**src/rtl/array_frame_pkg.sv**
```systemverilog
// Shared types for the array-frame collector: element word, FSM states,
// default frame dimensions and the beat -> (i,j,k) frame position mapping.
package array_frame_pkg;

    typedef logic [1:0][1:2][2:0] elem_t;

    typedef enum logic [1:0] {
        COLLECT = 2'd0,
        HOLD    = 2'd1,
        DRAIN   = 2'd2
    } state_t;

    localparam int DEF_D1    = 4;
    localparam int DEF_D2    = 3;
    localparam int DEF_D3    = 2;
    localparam int DEF_CNT_W = 16;

    typedef struct packed {
        logic [7:0] i;
        logic [7:0] j;
        logic [7:0] k;
    } pos_t;

    // D3 varies fastest in stream order, and its index runs downwards.
    function automatic pos_t beat_pos(input int beat, input int d2, input int d3);
        pos_t p;
        p.i = 8'(beat / (d2 * d3) + 32'sd1);
        p.j = 8'((beat / d3) % d2 + 32'sd1);
        p.k = 8'(d3 - (beat % d3));
        return p;
    endfunction

endpackage

```
**src/rtl/array_frame_idx.sv**
```systemverilog
// Beat counter for one frame: clears or wraps after N beats and decodes the
// current beat into its (i,j,k) frame position.
module array_frame_idx
    import array_frame_pkg::*;
#(
    parameter int D1 = DEF_D1,
    parameter int D2 = DEF_D2,
    parameter int D3 = DEF_D3
) (
    input  logic clk,
    input  logic rst,
    input  logic clr_i,
    input  logic inc_i,
    output logic last_o,
    output pos_t pos_o
);

    localparam int N     = D1 * D2 * D3;
    localparam int IDX_W = (N > 1) ? $clog2(N) : 1;

    logic [IDX_W-1:0] idx_q;
    logic [IDX_W-1:0] idx_d;

    assign last_o = (idx_q == IDX_W'(N - 1));
    assign pos_o  = beat_pos(32'(idx_q), D2, D3);

    // Next beat index: clear has priority, increment wraps after the last position.
    always_comb begin
        idx_d = idx_q;
        if (clr_i) begin
            idx_d = '0;
        end else if (inc_i) begin
            idx_d = last_o ? '0 : idx_q + IDX_W'(1);
        end else begin
            idx_d = idx_q;
        end
    end

    // Beat index register.
    always_ff @(posedge clk) begin
        if (rst) begin
            idx_q <= '0;
        end else begin
            idx_q <= idx_d;
        end
    end

endmodule

```
**src/rtl/array_frame_collector.sv**
```systemverilog
// Assembles a stream of element beats into a [1:D1][1:D2][D3:1] frame and hands it
// out on a frame-level valid/ready handshake. Optional X/Z beat check: ARRAY_FRAME_XCHK_EN.
module array_frame_collector
    import array_frame_pkg::*;
#(
    parameter int D1    = DEF_D1,
    parameter int D2    = DEF_D2,
    parameter int D3    = DEF_D3,
    parameter int CNT_W = DEF_CNT_W
) (
    input  logic             clk,
    input  logic             rst,
    input  logic             in_valid,
    output logic             in_ready,
    input  elem_t            in_data,
    input  logic             in_last,
    output logic             frame_valid,
    input  logic             frame_ready,
    output elem_t            frame_data [1:D1][1:D2][D3:1],
    output logic             err_len,
    output logic             err_unknown,
    output logic [CNT_W-1:0] good_frames
);

    state_t           state_q, state_d;
    elem_t            buf_q [1:D1][1:D2][D3:1];
    logic             err_len_q, err_len_d;
    logic             err_unknown_q, err_unknown_d;
    logic [CNT_W-1:0] good_q, good_d;
    logic             accept_s, bad_s, last_eff_s, at_last_s;
    logic             clr_s, inc_s, wr_s;
    pos_t             pos_s;

    array_frame_idx #(.D1(D1), .D2(D2), .D3(D3)) u_idx (
        .clk    (clk),
        .rst    (rst),
        .clr_i  (clr_s),
        .inc_i  (inc_s),
        .last_o (at_last_s),
        .pos_o  (pos_s)
    );

    assign in_ready    = (state_q != HOLD);
    assign frame_valid = (state_q == HOLD);
    assign accept_s    = in_valid && in_ready;
    assign frame_data  = buf_q;
    assign err_len     = err_len_q;
    assign err_unknown = err_unknown_q;
    assign good_frames = good_q;

`ifdef ARRAY_FRAME_XCHK_EN
    assign bad_s      = $isunknown(in_data) || $isunknown(in_last);
    assign last_eff_s = (in_last === 1'b1);
`else
    assign bad_s      = 1'b0;
    assign last_eff_s = in_last;
`endif

    // Frame FSM next state, beat bookkeeping and error pulses.
    always_comb begin
        state_d       = state_q;
        err_len_d     = 1'b0;
        err_unknown_d = 1'b0;
        good_d        = good_q;
        clr_s         = 1'b0;
        inc_s         = 1'b0;
        wr_s          = 1'b0;
        case (state_q)
            COLLECT: begin
                if (!accept_s) begin
                    state_d = COLLECT;
                end else if (bad_s) begin
                    err_unknown_d = 1'b1;
                    clr_s         = 1'b1;
                    state_d       = last_eff_s ? COLLECT : DRAIN;
                end else begin
                    wr_s  = 1'b1;
                    inc_s = 1'b1;
                    if (last_eff_s && at_last_s) begin
                        state_d = HOLD;
                    end else if (last_eff_s || at_last_s) begin
                        err_len_d = 1'b1;
                        clr_s     = 1'b1;
                        state_d   = last_eff_s ? COLLECT : DRAIN;
                    end else begin
                        state_d = COLLECT;
                    end
                end
            end
            HOLD: begin
                if (frame_ready) begin
                    state_d = COLLECT;
                    clr_s   = 1'b1;
                    good_d  = (good_q == {CNT_W{1'b1}}) ? good_q : good_q + CNT_W'(1);
                end else begin
                    state_d = HOLD;
                end
            end
            DRAIN: begin
                err_unknown_d = accept_s && bad_s;
                if (accept_s && last_eff_s) begin
                    state_d = COLLECT;
                    clr_s   = 1'b1;
                end else begin
                    state_d = DRAIN;
                end
            end
            default: begin
                state_d = COLLECT;
                clr_s   = 1'b1;
            end
        endcase
    end

    // State, error pulses and statistics registers.
    always_ff @(posedge clk) begin
        if (rst) begin
            state_q       <= COLLECT;
            err_len_q     <= 1'b0;
            err_unknown_q <= 1'b0;
            good_q        <= '0;
        end else begin
            state_q       <= state_d;
            err_len_q     <= err_len_d;
            err_unknown_q <= err_unknown_d;
            good_q        <= good_d;
        end
    end

    // Frame buffer, written in place at the decoded position of each accepted beat.
    always_ff @(posedge clk) begin
        for (int i = 1; i <= D1; i++) begin
            for (int j = 1; j <= D2; j++) begin
                for (int k = 1; k <= D3; k++) begin
                    if (rst) begin
                        buf_q[i][j][k] <= '0;
                    end else if (wr_s && pos_s.i == 8'(i) && pos_s.j == 8'(j)
                                 && pos_s.k == 8'(k)) begin
                        buf_q[i][j][k] <= in_data;
                    end else begin
                        buf_q[i][j][k] <= buf_q[i][j][k];
                    end
                end
            end
        end
    end

endmodule

```
**config.mk**
```make
export PLATFORM = sky130hd
export DESIGN_NAME = array_frame_collector
export DESIGN_NICKNAME = d
export VERILOG_FILES = /design/src/rtl/array_frame_pkg.sv /design/src/rtl/array_frame_idx.sv /design/src/rtl/array_frame_collector.sv
export SDC_FILE = /design/constraint.sdc
export NUM_CORES = 1
export LEC_CHECK = 0
export CAP_MARGIN = 25
export CELL_PAD_IN_SITES_DETAIL_PLACEMENT = 0
export CELL_PAD_IN_SITES_GLOBAL_PLACEMENT = 1
export CORE_MARGIN = 2
export CORE_UTILIZATION = 38
export DETAILED_ROUTE_END_ITERATION = 12
export GPL_ROUTABILITY_DRIVEN = 1
export PLACE_DENSITY_LB_ADDON = 0.08
export SLEW_MARGIN = 20
export SYNTH_ARGS = -nofsm -noshare
export SYNTH_HDL_FRONTEND = slang
export SYNTH_SLANG_ARGS = --single-unit
```
**constraint.sdc**
```tcl
create_clock -name clk -period 5.4 [get_ports clk]
set_input_delay 1.62 -clock clk [delete_from_list [all_inputs] [get_ports clk]]
set_output_delay 1.62 -clock clk [all_outputs]
set_load 0.02 [all_outputs]
```
After elaboration in Yosys (flattened, before gate mapping)
Index checks and enable logic that the tools add are counted.

cells by class
  equality and inequality tests = 14
  multiplexer cells = 16
  add/subtract/negate cells = 5
  bitwise logic cells = 2
  reductions and logical operators = 48
  div/mod/pow operators = 2

operator list
  operator                                               number
  logical AND 1 bit                                      43
  equality test 8 x 2 -> 1 bit, second input constant    5
  divider 6 x 4 -> 32 bit, second input constant         1
  remainder unit 5 x 3 -> 32 bit, second input constant  1
  equality test 8 x 1 -> 1 bit, second input constant    3
  adder 16 x 1 -> 16 bit, second input constant          1
  adder 8 x 2 -> 8 bit, second input constant            2
  equality test 16 bit, second input constant            1
  two-way mux 2 bit                                      5
  equality test 8 x 3 -> 1 bit, second input constant    1
  two-way mux 1 bit                                      8
  one-hot mux 2 bit (3 select lines)                     1
  adder 5 x 1 -> 5 bit, second input constant            1
  equality test 5 bit, second input constant             1
  two-way mux 5 bit                                      1
  OR reduction 2 bit                                     2
  one-hot mux 1 bit (3 select lines)                     1
  AND reduction 3 bit                                    1
  subtractor 2 x 1 -> 3 bit, first input constant        1
  equality test 2 x 1 -> 1 bit, second input constant    1
  equality test 2 bit, second input constant             1
  zero test 2 bit                                        1
  inequality test 2 x 1 -> 1 bit, second input constant  1
  NOT 1 bit                                              2
  logical OR 1 bit                                       1

storage, ports and cells
  input bits = 17
  output and inout bits = 308
  bits in registers = 312
  logic and storage cells = 187

Depth between registers and ports, before layout
Gate-level depths: netlist of run 1.

  depth in word-level cells = 7
  mapped depth = 17
  gate-level depth less buffers = 14

Cells and area by module
A second synthesis of run 1 with hierarchy kept.

unflattened totals
  cell total of the unflattened synthesis = 1478
  area total of the unflattened synthesis = 13854.5 µm²

modules (own cells, without submodules)
  module                 times used  cells each  sequential area each (µm²)  area an instance (µm²)
  array_frame_collector  1           1343        6145.9                      12792.3
  array_frame_idx        1           135         100.1                       1062.3

Worst setup path after synthesis of run 1
No wires, ideal clock.

  path type = register to register
  start = register u_idx.idx_q[3]
  end = register buf_q, in the netlist frame_data[208]
  period minus slack after synthesis = 3.983 ns
  buffers on the path = 2
  cell stages (with the launch flop) = 17
  data required time = 5.272 ns
  setup time = 0.128 ns
  path slack = 1.417 ns
  arrival = 3.855 ns
  cells stage by stage = dfxtp_1 nor2b_1 buf_4 ha_1 ha_1 or3b_1 o311ai_2 a21oi_1 ha_1 nor3_1 o21ai_1 nor4_1 o21ai_1 nor4_4 buf_4 mux2i_1 nor2_1

between the ends
  cells in the longest elaborated chain, start to end = 6
  elaborated cells on any way between the ends = 9
  classes of those cells = add/sub: 2; div: 2; eq/ne: 2; reduce/logical: 3

ends and longest elaborated chain
  what                            line                          text
  start: declaration              array_frame_idx.sv:21         logic [IDX_W-1:0] idx_q;
  start signal: assignment        array_frame_idx.sv:44         idx_q <= idx_d;
  divider 6 x 4 -> 32 bit         array_frame_pkg.sv:27         p.i = 8'(beat / (d2 * d3) + 32'sd1);
  adder 8 x 2 -> 8 bit            array_frame_pkg.sv:27
  equality test 8 x 2 -> 1 bit    array_frame_collector.sv:137  end else if (wr_s && pos_s.i == 8'(i) && pos_s.j == 8'(j)
  logical AND 1 bit               array_frame_collector.sv:137
  logical AND 1 bit *             array_frame_collector.sv:137
  logical AND 1 bit *             array_frame_collector.sv:138  && pos_s.k == 8'(k)) begin
  end signal: indexed assignment  array_frame_collector.sv:139  buf_q[i][j][k] <= in_data;
  end signal: indexed assignment  array_frame_collector.sv:141  buf_q[i][j][k] <= buf_q[i][j][k];
  end: declaration                array_frame_collector.sv:26   elem_t buf_q [1:D1][1:D2][D3:1];

Every way passes the cells marked *; elsewhere a longest branch is shown, timed or not.
A chain may end at the register's enable or synchronous reset.

Worst setup path in the final report of run 1
  start = register u_idx.idx_q[3]
  end = register buf_q, in the netlist frame_data[143]

Same word-level chain as after synthesis.

==> impl_metrics.tcl, run 1 <==
set metrics [dict create \
    initial_core_util_pct 38.5 \
    ys_top_cells_by_area "dfxtp_1 48%, mux2i_1 22%, nor2_1 6.5%" \
    hold_path_class "reg -> reg" \
    num_vias 9801 \
    cp_common_cell "ha_1" \
    power.density_nw_per_um2 279 \
    required_ns 5.75 \
    drtIter0Drc 461 \
    finalSetupViolCount 0 \
    worst-path-buf-inv 1 \
    gr-usage-all-layers_pct 21.5 \
    grt_pass1_wl_um 59600 \
    reg2reg_to "frame_data[143]" \
    whs_path_depth 2 \
    r2r-start "u_idx.idx_q[3]" \
    yosysSeqAreaShare_pct 48.3 \
    vias_per_cell 4.84 \
    grt_overflow 0 \
    cpMaxStageDelayCell "nor2b_1" \
    place.gp.congestion 0.804 \
    syn_nets 1284 \
    drv_cap 0 \
    critPathCaptureType "register" \
    cts_tree "done" \
    route.detailed.drc 0 \
    hpwlAfterDp_um 26000 \
    synthFlopType "dfxtp_1" \
    rows 67 \
    drt_wl_total_um 38900 \
    cts.sink_count 312 \
    wire_per_inst_um 19.2 \
    crit_family "simple AND/OR/NAND/NOR gates" \
    cp.depth 15 \
    power_leakage_nw 6.66 \
    clkSlewWorstSetupHoldPaths_ns 0.05 \
    period_needed_ns 4.85 \
    h-tree-depth 2 \
    netlist_area_um2 12900 \
    whs_endpoint "frame_data[225]" \
    fmax_mhz 206 \
    synth_top_cell_area_share_pct 48.3 \
    cts_resized 0 \
    cts_setup_buffers 0 \
    grt_setup_unrepaired "false" \
    ys_types 68 \
    synth_area_per_cell_um2 10.3 \
    grt_max_degree 164 \
    rr_worst_depth 15 \
    hold_viol_final 0 \
    postSynth.asyncResetShare_pct 0 \
    finalClockSkew_ns 0.0253 \
    final_max_slew_viol_count 0 \
    holdWs_ns 0.470 \
    cp-start-kind "register" \
    hold_buffers 0 \
    ctsRootBufferMaster "clkbuf_16" \
    dr.pass1.iters 5 \
    clock_latency_ns 0.52 \
    grt_pass1_vias 9647 \
    outcome "complete, no violations" \
    drive_gt1_share_pct 8.30 \
    io_pins 325 \
    cts.path.max_buffers 3 \
    slowest_delay_ns 0.56 \
    vdd_drop_max_mv 0.218 \
    crit_type "reg -> reg" \
    yosys_warnings 0 \
    dieHeight_um 188 \
    numCtsBuffers 37 \
    synth_edf_count 0 \
    max_slew.worst_pin.slew_ns 1.01 \
    port_buffers 323 \
    die_area_um2 35500 \
    finalSetupTns_ns 0 \
    period_share_pct 89.9 \
    synth-seq-cells 312 \
    die_w_um 188 \
    netlist_instances 1253 \
    syn2layout_area_growth_pct 37.1 \
    nFillCells 3087 \
    min_from "frame_data[225]" \
    layout.nets 1582 \
    core_um2 33500 \
    r2r_setup_slack_ns 0.55 \
    ant_nets 0 \
    synth_top_area_cell "dfxtp_1" \
    diodes 0 \
    crit_chain "nor2b_1 -> ha_1 -> ha_1 -> or3b_1 -> o311ai_2 -> a21oi_1 -> ha_1 -> nor3_1 -> o21ai_1 -> nor4_1 -> o21ai_1 -> nor4_4 -> buf_4 -> mux2i_1 -> nor2_1" \
    antenna_found_initial 0 \
    crit_arrival_ns 5.21 \
    worstPathMaxFanout 12 \
    relSlewSlack_pct 32.3 \
]
-- routing by layer --
metal	wire, µm	vias up	track usage [%]	share of wire [%]
met4	918	0	5.74	2.4
met3	3240	55	7.66	8.3
met1	17400	4661	27.9	45
li1	-	4829	-	-
met2	17300	256	33.8	44
met5	0	-	0	0
-- cell usage after synthesis (2+ instances only) --
cell,n
a31oi_1,3
nand3_1,17
o21ai_1,6
o21ai_0,5
nand2b_1,110
o21a_1,2
o211a_1,2
and3_1,2
mux2i_1,290
and2_1,6
clkbuf_1,43
mux2_2,2
nand2_1,14
ha_1,14
nor4_4,15
nand3b_1,3
a21oi_1,12
dfxtp_1,312
inv_1,11
and4_1,3
nand4_1,10
xor2_1,9
o211ai_1,5
a211oi_1,3
nor3_2,2
nor4_1,3
a31o_2,2
buf_2,19
nor2b_1,6
buf_6,10
xnor2_1,4
buf_4,10
nor3_1,10
nor2_1,225
a41oi_1,2
or3_1,5
buf_1,24
o21ai_2,2
-- tightest hold or removal path, stage by stage (launching register included) --
cell and delay [ns]:
dfxtp_1 0.30, nand2b_1 0.06, mux2i_1 0.06
-- metrics by stage --
stage                     std cells  instance area [µm²]  worst slack, ns  utilization (%)  total power (W)
after floorplan                1253                12900             1.42                -          0.00250
after global placement         1959                16500            0.714             49.3          0.00259
after detailed placement       1959                16500            0.616             49.3          0.00259
after CTS                      2026                17700            0.547             52.8          0.00501
after global routing           2027                17700           0.0977             52.9          0.00511
final                          2027                17700            0.548             52.9          0.00494
-- layout make-up --
class	instances	area (µm²)	area share (%)
timing repair buffer	365	3580	20.2
multi-input combinational	822	6110	34.5
inverter	13	48.8	0.275
clock inverter	10	65.1	0.367
clock buffer	57	1110	6.28
sequential	312	6250	35.2
tap	448	561	3.16
-- sequential cells by signal (all words and copies together) (netlist names) --
signal       cells
good_frames     16
state_q          2
err_len          1
u_idx.idx_q      5
frame_data     288
-- how the worst max path moves through the flow --
| stage | from | endpoint | slack [ns] |
|---|---|---|---|
| global route | u_idx.idx_q[3] | frame_data[209] | 0.1 |
| floorplan | u_idx.idx_q[3] | frame_data[208] | 1.42 |
| global placement | u_idx.idx_q[3] | frame_data[140] | 0.71 |
| detailed placement | u_idx.idx_q[3] | frame_data[143] | 0.62 |
| CTS | u_idx.idx_q[3] | frame_data[143] | 0.55 |
| finish | u_idx.idx_q[3] | frame_data[143] | 0.55 |
-- cells by family after synthesis --
logic type / count (synthesis) / share of synthesized area (%)
adder cells (fa/ha/maj): 14 / 1.36
XOR/XNOR: 13 / 0.881
multiplexers: 292 / 22.6
buffers and inverters: 119 / 4.51
AND/OR/NAND/NOR: 438 / 18.4
flip-flops: 312 / 48.3
other: 1 / 0.0290
AO/OA/AOI/OAI: 64 / 3.83
-- power breakdown --
group | leakage (nW) | total (W) | internal, W | switching [W]
sequential | 2.51 | 0.00232 | 0.00231 | 0.00000809
clock | 0.588 | 0.00240 | 0.00142 | 0.000976
combinational | 3.56 | 0.000217 | 0.0000730 | 0.000144
total | 6.66 | 0.00494 | 0.00381 | 0.00113
-- placed cells by master (no fill, tap or decap), drive strengths merged, types with 3 or more instances in the layout --
cell | Yosys | layout
a211oi | 4 | 4
a21oi | 12 | 12
a31oi | 3 | 3
and2 | 6 | 6
and4 | 3 | 3
buf | 63 | 42
clkbuf | 43 | 58
clkdlybuf4s50 | 0 | 322
clkinv | 1 | 10
dfxtp | 312 | 312
ha | 14 | 14
inv | 12 | 13
mux2i | 290 | 290
nand2 | 14 | 14
nand2b | 110 | 110
nand3 | 17 | 17
nand3b | 3 | 3
nand4 | 10 | 10
nor2 | 225 | 225
nor2b | 6 | 6
nor3 | 12 | 12
nor4 | 19 | 19
o211ai | 5 | 5
o21ai | 14 | 14
or3 | 5 | 5
xnor2 | 4 | 4
xor2 | 9 | 9
No activity file was read; power rests on OpenSTA's default activity.
==> run 2: changes to the inputs <==
clock period = 4.9 ns   (was 5.4 ns; I/O delays follow)
==> run 2 against run 1 <==
  * Sequential cell count did not move
  * Core utilization up 0.24 points
  * Maximum frequency is 9.5% higher
  * Critical path type unchanged
  * Largest power group unchanged
  * Highest routed layer unchanged
==> impl_metrics.tcl, run 2 (same netlist as run 1, synthesis figures left out) <==
set metrics [dict create \
    hold_path_class "reg -> reg" \
    finalSetupViolCount 0 \
    place.gp.congestion 0.850 \
    fmax_mhz 226 \
    initial_core_util_pct 38.5 \
    required_ns 5.28 \
    hold_viol_final 0 \
    antenna_found_initial 0 \
    syn2layout_area_growth_pct 37.7 \
    layout_common_cells "322 x clkdlybuf4s50_1, 312 x dfxtp_1, 290 x mux2i_1" \
    final_max_slew_viol_count 0 \
    cp-start-kind "register" \
    ctsRootBufferMaster "clkbuf_16" \
    reg2reg_to "frame_data[137]" \
    p_int_w 0.00430 \
    route.detailed.drc 0 \
    rows 67 \
    grt_setup_unrepaired "true" \
    cts_setup_buffers 0 \
    finalSetupTns_ns 0 \
    utilization_pct 53.1 \
    io_pins 325 \
    min_from "frame_data[9]" \
    finalClockSkew_ns 0.0160 \
    drtIter0Drc 489 \
    relSlewSlack_pct 31.5 \
    wire_per_inst_um 19.2 \
    rr_worst_depth 15 \
    num_vias 9816 \
    whs_endpoint "frame_data[9]" \
    period_needed_ns 4.43 \
    ant_nets 0 \
    r2r_setup_slack_ns 0.47 \
    dieHeight_um 188 \
    crit_arrival_ns 4.82 \
    max_slew.worst_pin.slew_ns 1.03 \
    grt_overflow 0 \
    power_frac_comb_pct 4.4 \
    critPathCaptureType "register" \
    cts_tree "done" \
    numCtsBuffers 36 \
    power_leakage_nw 6.69 \
    clock_latency_ns 0.52 \
    r2r-start "u_idx.idx_q[3]" \
    hpwlAfterDp_um 26000 \
    port_buffers 323 \
    cts.sink_count 312 \
    drive_gt1_share_pct 8.30 \
    switching_share_pct 22.1 \
    vdd_drop_max_mv 0.216 \
    outcome "complete, no violations" \
    layout.nets 1584 \
    grt_max_degree 164 \
    die_area_um2 35500 \
    diodes 0 \
    vias_per_cell 4.84 \
    place_ws_ns 0.540 \
    clkSlewWorstSetupHoldPaths_ns 0.06 \
    worstPathMaxFanout 12 \
    p_clk_share_pct 49.2 \
    largest_reg_flops 288 \
    whs_path_depth 2 \
    p_switching_w 0.00122 \
    p_seq_share_pct 46.3 \
    worst_slack_ns 0.467 \
    dr.pass1.iters 4 \
    hold_buffers 0 \
    power.density_nw_per_um2 310 \
    nFillCells 3056 \
    die_w_um 188 \
    drt_wl_total_um 39000 \
    drv_cap 0 \
    cts.path.max_buffers 3 \
    final_common_cell "clkdlybuf4s50_1" \
    core_um2 33500 \
    grt_pass1_vias 9562 \
    crit_type "reg -> reg" \
    h-tree-depth 2 \
    gr-usage-all-layers_pct 21.4 \
    period_share_pct 90.5 \
    grt_pass1_wl_um 59200 \
    holdWs_ns 0.471 \
]
[run 2: changes by cell type in the layout (fill, tap and decap cells not counted)]
cell / change
clkinv_2: -5
buf_12: +4
bufinv_16: +3
clkbuf_16: -2
buf_16: -1
clkbuf_8: +1
[run 2: final cells by class]
cell class | instances | area, µm² | share of cell area [%]
flip-flops and latches | 312 | 6250 | 35.1
clock buffers | 56 | 1080 | 6.04
repair buffers | 368 | 3640 | 20.4
well taps | 448 | 561 | 3.15
clock inverters | 8 | 130 | 0.731
multi-input cells | 822 | 6110 | 34.3
inverters | 13 | 48.8 | 0.274
[run 2: worst max-delay path: stages (launching register included)]
cell	delay, ns
dfxtp_1	0.45
nor2b_1	0.22
ha_1	0.33
ha_1	0.26
or3b_1	0.39
o311ai_2	0.14
a21oi_1	0.21
ha_1	0.31
nor3_1	0.20
o21ai_1	0.16
nor4_1	0.29
o21ai_1	0.36
nor4_4	0.39
buf_4	0.31
mux2i_1	0.22
nor2_1	0.05
[run 2: power by group through the flow]
stage / sequential, W / clock [W] / combinational, W
floorplan: 0.00263 / 0 / 0.000131
global placement: 0.00261 / 0 / 0.000248
detailed placement: 0.00261 / 0 / 0.000249
CTS: 0.00256 / 0.00279 / 0.000249
global route: 0.00256 / 0.00289 / 0.000261
finish: 0.00256 / 0.00272 / 0.000244
[run 2: worst max-delay path by stage]
stage / startpoint / endpoint / slack (ns) / cells past startpoint
floorplan: u_idx.idx_q[3] / frame_data[208] / 0.92 / 16
global placement: u_idx.idx_q[3] / frame_data[142] / 0.64 / 15
detailed placement: u_idx.idx_q[3] / frame_data[133] / 0.54 / 15
CTS: u_idx.idx_q[3] / frame_data[137] / 0.50 / 15
global route: u_idx.idx_q[3] / frame_data[132] / -0.09 / 15
finish: u_idx.idx_q[3] / frame_data[137] / 0.47 / 15
[run 2: metrics by stage]
step                cell area [µm²]  total power, W  std cells
floorplan                     12900         0.00276       1253
global placement              16600         0.00286       1963
detailed placement            16600         0.00286       1963
CTS                           17800         0.00560       2027
global route                  17800         0.00571       2027
finish                        17800         0.00552       2027
[run 2: what timing repair did]
action,4_1_cts,5_1_grt
endpoints found under the hold margin,0,0
setup endpoints to repair,0,41
gates resized for setup,0,0
[run 2: metal layers]
layer	vias up	share of wire, %	GRT usage [%]
met3	41	7.8	7.06
met4	0	1.8	5.38
met1	4651	45	28.1
met5	-	0	0
li1	4850	-	-
met2	274	46	33.9
==> run 3: changes to the inputs <==
CORE_ASPECT_RATIO = 1.75   (was not set)
GPL_TIMING_DRIVEN = 0   (was not set)
==> run 3 against run 2 <==
  * Critical path depth increased by 1
  * Critical path type unchanged
  * Wire length increased by 2.5%
  * Critical endpoint is now frame_data[277]
  * Combinational power is essentially flat
  * Worst setup slack worse by 0.13 ns
  * Largest cell class unchanged
==> impl_metrics.tcl, run 3 (same netlist as run 1, synthesis figures left out) <==
set metrics [dict create \
    outcome "complete, no violations" \
    antenna_found_initial 0 \
    relSlewSlack_pct 48.5 \
    largest_reg_flops 288 \
    crit_start "u_idx.idx_q[3]" \
    layout.nets 1630 \
    die_w_um 143 \
    cts_tree "done" \
    drive_gt1_share_pct 8.21 \
    final_max_slew_viol_count 0 \
    diodes 0 \
    required_ns 5.36 \
    cpMaxStageDelayCell "nor4_4" \
    power_leakage_nw 6.59 \
    numCtsBuffers 29 \
    gr-usage-all-layers_pct 21.9 \
    drtIter0Drc 291 \
    worstPathMaxFanout 10 \
    clkSlewWorstSetupHoldPaths_ns 0.07 \
    hpwlAfterDp_um 29900 \
    worst-path-buf-inv 2 \
    top_layer_used "met4" \
    drt_wl_total_um 40000 \
    crit_type "reg -> reg" \
    vdd_drop_max_mv 0.314 \
    wire_per_inst_um 19.3 \
    r2r-start "u_idx.idx_q[3]" \
    cts.sink_count 312 \
    multi_input_area_um2 6160 \
    die_area_um2 35600 \
    cts.path.max_buffers 3 \
    whs_endpoint "frame_data[0]" \
    period_needed_ns 4.56 \
    ant_nets 0 \
    port_buffers 311 \
    min_from "frame_data[0]" \
    h-tree-depth 1 \
    place_ws_ns 0.138 \
    period_share_pct 93.1 \
    dr.pass1.iters 4 \
    route.detailed.drc 0 \
    crit_arrival_ns 5.02 \
    cp_common_cell "ha_1" \
    power.density_nw_per_um2 289 \
    hold_path_class "reg -> reg" \
    grt_setup_unrepaired "false" \
    slowest_delay_ns 0.47 \
    max_slew.worst_pin.slew_ns 0.773 \
    ctsRootBufferMaster "clkbuf_16" \
    grt_overflow 0 \
    num_vias 9961 \
    dieHeight_um 248 \
    clock_latency_ns 0.58 \
    wl_met3_um 2990 \
    grt_pass1_wl_um 59800 \
    cp-start-kind "register" \
    final_common_cell "dfxtp_1" \
    nFillCells 3174 \
    worst_slack_ns 0.338 \
    wl_met1_um 14900 \
    critPathCaptureType "register" \
    io_pins 325 \
    rows 89 \
    hold_viol_final 0 \
    seqCellArea_um2 6250 \
    grt_pass1_vias 10100 \
    crit_chain "nor2b_1 -> buf_4 -> ha_2 -> ha_1 -> or3b_1 -> o311ai_2 -> a21oi_1 -> ha_1 -> nor3_1 -> o21ai_1 -> nor4_2 -> o21ai_2 -> nor4_4 -> buf_6 -> mux2i_1 -> nor2_1" \
    grt_max_degree 16 \
    drv_cap 0 \
    vias_per_cell 4.80 \
    reg2reg_to "frame_data[277]" \
    rr_worst_depth 16 \
    core_um2 33600 \
    fmax_mhz 219 \
    initial_core_util_pct 38.4 \
    layout_common_cells "312 x dfxtp_1, 311 x clkdlybuf4s50_1, 290 x mux2i_1" \
    routed-wl-met2_um 20800 \
    final-instance-count-excl-fill 2075 \
    finalSetupTns_ns 0 \
    place.gp.congestion 0.863 \
    r2r_setup_slack_ns 0.34 \
    finalClockSkew_ns 0.0113 \
    syn2layout_area_growth_pct 36.8 \
    crit_family "simple AND/OR/NAND/NOR gates" \
    finalSetupViolCount 0 \
    whs_path_depth 2 \
    placedCellCount 2019 \
]
-- run 3: changes by cell type in the layout (fill, tap and decap cells not counted), moves of 3 or more --
cell / before / now
buf_2: 0 / 18
clkinv_2: 3 / 6
buf_12: 5 / 0
clkbuf_16: 36 / 29
clkbuf_1: 10 / 44
o21ai_1: 6 / 2
clkdlybuf4s50_1: 322 / 311
buf_6: 0 / 10
buf_4: 40 / 15
o21ai_2: 2 / 6
clkbuf_8: 11 / 14
bufinv_16: 3 / 0
buf_1: 0 / 24
-- run 3: through the flow --
step                total power, W  hold WS, ns  cell area, µm²  util (%)
finish                     0.00511        0.473           17700      52.6
global route               0.00527        0.495           17700      52.6
CTS                        0.00517        0.477           17600      52.3
detailed placement         0.00286        0.466           16600      49.4
global placement           0.00286        0.460           16600      49.4
floorplan                  0.00276        0.443           12900         -
-- run 3: final cells by class --
| cell class | instances | share of cell area (%) |
|---|---|---|
| buffer | 106 | 3.04 |
| multi-input combinational | 822 | 34.8 |
| tap | 455 | 3.22 |
| sequential | 312 | 35.3 |
| timing repair buffer | 315 | 17.8 |
| inverter | 13 | 0.276 |
| clock inverter | 8 | 0.326 |
| clock buffer | 44 | 5.22 |
-- run 3: per-layer routing --
metal	vias up	GRT usage (%)
met5	-	0
met4	0	7.24
met3	67	6.58
met2	290	40.9
met1	4679	23.2
li1	4925	-
-- run 3: how the worst max path moves through the flow --
stage                                  to  slack (ns)  cells after the start
after detailed placement  frame_data[206]        0.14                     16
after global routing      frame_data[264]        0.05                     16
after CTS                  frame_data[57]        0.11                     16
final                     frame_data[277]        0.34                     16
after floorplan           frame_data[208]        0.92                     16
after global placement     frame_data[58]        0.20                     16
-- run 3: tightest hold or removal path, cell delays in order, from the launching register on --
cell and delay [ns]:
dfxtp_1 0.31, nand2b_1 0.06, mux2i_1 0.06
-- run 3: timing repair --
| item | in CTS | in global routing |
|---|---|---|
| setup buffers | 0 | 4 |
| gates resized for setup | 0 | 13 |
| hold buffers | 0 | 0 |
| setup endpoints to repair | 0 | 195 |
-- run 3: power by group --
part	internal (W)	switching, W	total, W
combinational	0.0000794	0.000166	0.000246
sequential	0.00255	0.00000950	0.00256
clock	0.00130	0.00101	0.00230
